### src/rtl/key_debouncer.sv
// key_debouncer: 2-flop synchronizer, per-channel stability counter, press/release strobes.
// Define KEY_AUTOREPEAT_EN to add press auto-repeat while a key stays held.
module key_debouncer #(
    parameter int WIDTH           = 2,
    parameter int DEBOUNCE_CYCLES = 1000000,
    parameter int ACTIVE_LOW      = 1,
    parameter int REPEAT_DELAY    = 25000000,
    parameter int REPEAT_PERIOD   = 5000000
) (
    input  logic             clk,
    input  logic             reset,
    input  logic [WIDTH-1:0] raw,
    output logic [WIDTH-1:0] level,
    output logic [WIDTH-1:0] press,
    output logic [WIDTH-1:0] release_pulse
);

    localparam int   CW   = $clog2(DEBOUNCE_CYCLES);
    localparam logic IDLE = (ACTIVE_LOW != 0);

    if (DEBOUNCE_CYCLES < 2 || REPEAT_DELAY < 1 || REPEAT_PERIOD < 1) begin : g_bad
        $error("key_debouncer: illegal timing parameters");
    end

`ifdef KEY_AUTOREPEAT_EN
    localparam int RMAX = (REPEAT_DELAY > REPEAT_PERIOD) ? REPEAT_DELAY : REPEAT_PERIOD;
    localparam int RW   = $clog2(RMAX + 1);
`endif

    for (genvar i = 0; i < WIDTH; i++) begin : g_ch
        logic          s1;
        logic          s2;
        logic          p;
        logic          hit;
        logic          rfire;
        logic          lvl;
        logic          pr;
        logic          rl;
        logic [CW-1:0] cnt;

        assign p   = (ACTIVE_LOW != 0) ? ~s2 : s2;
        assign hit = (p != lvl) && (cnt == CW'(DEBOUNCE_CYCLES - 1));

        always_ff @(posedge clk or negedge reset) begin
            if (!reset) begin
                s1  <= IDLE;
                s2  <= IDLE;
                cnt <= '0;
                lvl <= 1'b0;
                pr  <= 1'b0;
                rl  <= 1'b0;
            end else begin
                s1 <= raw[i];
                s2 <= s1;
                pr <= (hit & p) | rfire;
                rl <= hit & ~p;
                if (p == lvl) begin
                    cnt <= '0;
                end else if (hit) begin
                    lvl <= p;
                    cnt <= '0;
                end else begin
                    cnt <= cnt + CW'(1);
                end
            end
        end

`ifdef KEY_AUTOREPEAT_EN
        logic [RW-1:0] rcnt;
        logic          rep;
        logic [RW-1:0] rtgt;

        // first repeat waits REPEAT_DELAY, later ones REPEAT_PERIOD
        assign rtgt  = rep ? RW'(REPEAT_PERIOD - 1) : RW'(REPEAT_DELAY - 1);
        assign rfire = lvl && !hit && (rcnt == rtgt);

        always_ff @(posedge clk or negedge reset) begin
            if (!reset) begin
                rcnt <= '0;
                rep  <= 1'b0;
            end else if (hit || !lvl) begin
                rcnt <= '0;
                rep  <= 1'b0;
            end else if (rfire) begin
                rcnt <= '0;
                rep  <= 1'b1;
            end else begin
                rcnt <= rcnt + RW'(1);
            end
        end
`else
        assign rfire = 1'b0;
`endif

        assign level[i]         = lvl;
        assign press[i]         = pr;
        assign release_pulse[i] = rl;
    end

endmodule
### config.mk
export PLATFORM = sky130hd
export DESIGN_NAME = key_debouncer
export DESIGN_NICKNAME = d
export VERILOG_FILES = /design/src/rtl/key_debouncer.sv
export SDC_FILE = /design/constraint.sdc
export NUM_CORES = 1
export LEC_CHECK = 0
export CELL_PAD_IN_SITES_DETAIL_PLACEMENT = 0
export CELL_PAD_IN_SITES_GLOBAL_PLACEMENT = 1
export CORE_ASPECT_RATIO = 1.25
export CORE_UTILIZATION = 51
export CTS_CLUSTER_SIZE = 20
export DETAILED_ROUTE_END_ITERATION = 10
export GPL_TIMING_DRIVEN = 0
export HOLD_SLACK_MARGIN = 0.1
export PLACE_DENSITY = 0.89
export SYNTH_ARGS = -nofsm -noshare
export SYNTH_HDL_FRONTEND = slang
export SYNTH_SLANG_ARGS = --single-unit
### constraint.sdc
create_clock -name clk -period 4.8 [get_ports clk]
set_input_delay 0.48 -clock clk [delete_from_list [all_inputs] [get_ports clk]]
set_output_delay 0.48 -clock clk [all_outputs]
set_load 0.1 [all_outputs]
# Yosys cells after proc, flatten, opt, wreduce, memory -nomap -nowiden
# Cells that the tools add are included.
# totals
elab_cells	36
regBits	50
output_inout_bits	6
# op_classes
bitwise_logic	8
mux	4
reduce_logical	4
n_eq_ne	6
addsub	2
# ops
operator	n
two-way mux 20 bit	4
adder 20 x 1 -> 20 bit, second input constant	2
== test 20 bit, second input constant	2
bitwise AND 1 bit	4
inverter 1 bit	4
AND reduction 2 bit	2
== test 1 bit	2
logical AND 1 bit	2
!= test 1 bit	2

# Longest topological paths before layout
# logic_depth
depth_word	5
ltp_mapped	6
mapped_depth_nobuf	5

# Least setup slack after synthesis
# No wires, ideal clock.
# synth_timing
path_kind	register to register
startpoint	register g_ch[0].cnt[15]
endpoint	register g_ch[0].cnt[10]
path_stages_with_launch	6
t_arrival_ns	1.669
setup_slack_ns	3.010
setup_time_ns	0.121
path_buffers	1
cell_sequence	dfrtp_1 > or3b_2 > or4_1 > o21ai_1 > buf_2 > nor2_1
# synth_between
elab_chain_len	4
# synth_rtl
element	line_no	text
from (decl)	39	logic [CW-1:0] cnt;
from (signal assigned)	63	cnt <= cnt + CW'(1);
== test 20 bit	42	assign hit = (p != lvl) && (cnt == CW'(DEBOUNCE_CYCLES - 1));
logical AND 1 bit	42	
two-way mux 20 bit	59	end else if (hit) begin
two-way mux 20 bit	57	if (p == lvl) begin
# Every way passes these cells.
# A chain may end at the register's enable or synchronous reset.

# Worst setup path after layout
# layout_timing
startpoint	register g_ch[1].lvl
endpoint	output port level[1]
# layout_rtl
element	line_no	text
from (decl)	36	logic lvl;
from (signal assigned)	60	lvl <= p;
to (decl)	13	output logic [WIDTH-1:0] level,
# No word-level cell between the ends.

==> metrics.yaml <==
drt_iter0_markers: 81
grt_pass1_wl_mm: 7.98
initial_core_util: 0.541
synth.distinct_cells: 37
grt_pass1_vias: 1838
rows: 27
io_buffer_count: 9
power_density_mw_per_mm2: 280
synth_top_area_frac: 0.477
finalNetCount: 262
fp.dieW_microns: 63.5
fp.dieArea_sq_mm: 0.00501
dr.max_layer_used: "met4"
multiInputGateArea_sq_mm: 0.00104
viasPerCell: 5.57
drc: 0
cts_made_buffers: 5
synth_top_cell_by_area: "dfrtp_1"
post-route-cell-area_sq_mm: 0.00270
grt_max_degree: 30
synth_area_sq_mm: 0.00241
syn-instance-count: 239
wl_mm: 4.42
power_w: 0.000754
fin_hold_ws_ps: 131
clockBufferDepth: 2
tritoncts: "built"
fin_setup_tns_ps: 0
hold_path_class: "input pin to async pin"
drv_slew: 0
worst_pin_slew_ps: 966
status: "completed"
cts_resized: 0
gp_congestion: 0.775
area_growth_pct: 11.9
dp_hpwl_mm: 3.22
ant_nets: 0
rrSetupSlack_ps: 2810
first_pass_iters: 4
cts_setup_buffers: 0
wl_per_cell_microns: 14.0
critPathCaptureType: "output pin"
ys_seq_area_frac: 0.521
antenna_found_initial: 0
synthFlopType: "dfrtp_1"
ys_seq_elements: 50
layout-drive-gt1-share: 0.125
rsz0062_at_grt: "no"
fin_worst_skew_ps: 9.70
via_count: 1753
h-tree-depth: 2
wl_met2_mm: 2.41
start_kind: "register"
wirelength_met1_mm: 1.84
clk_pin_slew_ps: 90
hold_violations: 0
arrival_ps: 1980
peakVddDrop_mv: 0.158
syn_nets: 245
required_ps: 4320
wl_met3_microns: 95
critical_path_class: "register to output pin"
final.fill_count: 419
synth_edf_count: 0
maxCapViolations: 0
grt_usage: 0.204
cp_max_fo: 5
insertion_delay_ps: 300
antenna_cells: 0
core_sq_mm: 0.00446
ff_latch_area_sq_mm: 0.00126
max-slew-margin-rel: 0.354
post-route-min-period_ps: 2460
ys_async_sr_fraction: 1.00
pin_count: 10
max_freq_ghz: 0.407
leakage_nw: 1.07
cts_sinks: 50
netlist_top_cells_area: "dfrtp_1, xnor2_1, nor2_1"
cts_root_buffer: "clkbuf_8"
fin_crit_sh: 0.512
grt_remaining_overflow: 0
synth.avg_cell_area_sq_um: 10.1
cts_hold_buffers: 0
dpl_cell_area_sq_mm: 0.00259
finalSetupViolCount: 0
die_h_microns: 78.9
ys_warn_count: 0
-- registers in the layout (all words and copies together), names as in the netlist --
| name | count |
|---|---|
| g_ch.s1 | 2 |
| g_ch.lvl | 2 |
| g_ch.s2 | 2 |
| g_ch.pr | 2 |
| g_ch.cnt | 40 |
| g_ch.rl | 2 |
-- final cells by class --
type                       instances  share of cell area
sequential                        50               0.465
multi-input combinational        167               0.386
timing repair buffer              10              0.0389
buffer                            12              0.0278
clock buffer                       6              0.0269
tap                               58              0.0269
clock inverter                     2              0.0139
inverter                          10              0.0139
-- path summary, 6_finish.rpt --
path                            startpoint        endpoint  depth (start not counted)
max in group asynchronous            reset  g_ch[0].cnt[7]                          2
hold reg to reg                 g_ch[0].s1      g_ch[0].s2                          0
min in group clk                g_ch[0].s1      g_ch[0].s2                          0
hold / removal                       reset  g_ch[1].cnt[6]                          1
setup / recovery               g_ch[1].lvl        level[1]                          2
setup reg to reg           g_ch[0].cnt[15]  g_ch[0].cnt[6]                          5
-- logic make-up after synthesis --
group | synth area share
adders and majority gates | 0.0104
buffers and inverters | 0.0467
xor gates and xnor gates | 0.102
DFF | 0.521
and+or+nand+nor | 0.257
muxes | 0.00415
AOI/OAI and AO/OA | 0.0586
-- critical path: stages, from the launching register on --
cell             delay [ps]
dfrtp_1                 430
buf_4                   130
clkdlybuf4s50_1        1110
-- stage by stage --
stage / utilization / instances / worst slack, ps
2_1_floorplan: - / 239 / 3010
3_3_place_gp: 0.577 / 306 / 1860
3_5_place_dp: 0.581 / 307 / 2670
4_1_cts: 0.605 / 315 / 2320
5_1_grt: 0.605 / 315 / 2260
6_report: 0.605 / 315 / 2340
-- cells in the mapped netlist, types with 3 or more instances --
cell type / count
xor2_1: 8
buf_4: 6
nor3_1: 7
nor2_1: 34
nand3_1: 14
or3_1: 3
nand2_1: 13
dfrtp_1: 46
dfstp_2: 4
nor4_1: 7
inv_1: 10
buf_2: 6
a21oi_1: 10
xnor2_1: 20
o31ai_1: 8
and4_1: 3
or4_1: 10
nand4_1: 6
-- routing by layer --
metal | up-vias | global-route usage
met5 | - | 0
met3 | 7 | 0.0388
met4 | 0 | 0.0818
li1 | 872 | -
met2 | 17 | 0.389
met1 | 857 | 0.216
-- cells in the final DEF (no fill, tap or decap), types with 7 or more instances in the layout --
cell type        count
xnor2_1             20
nor4_1               7
xor2_1               8
clkdlybuf4s50_1      8
nor2_1              34
nand2_1             13
a21oi_1             10
or4_1               10
buf_2                7
dfrtp_1             46
o31ai_1              8
nand3_1             14
nor3_1               7
inv_1               10
-- power by group --
part	leakage [nW]	switching [W]	internal, W
Sequential	0.680	0.00000558	0.000428
Clock	0.0514	0.000138	0.000156
Combinational	0.342	0.0000180	0.00000929
Note: power is estimated with default switching activity, not from simulation.
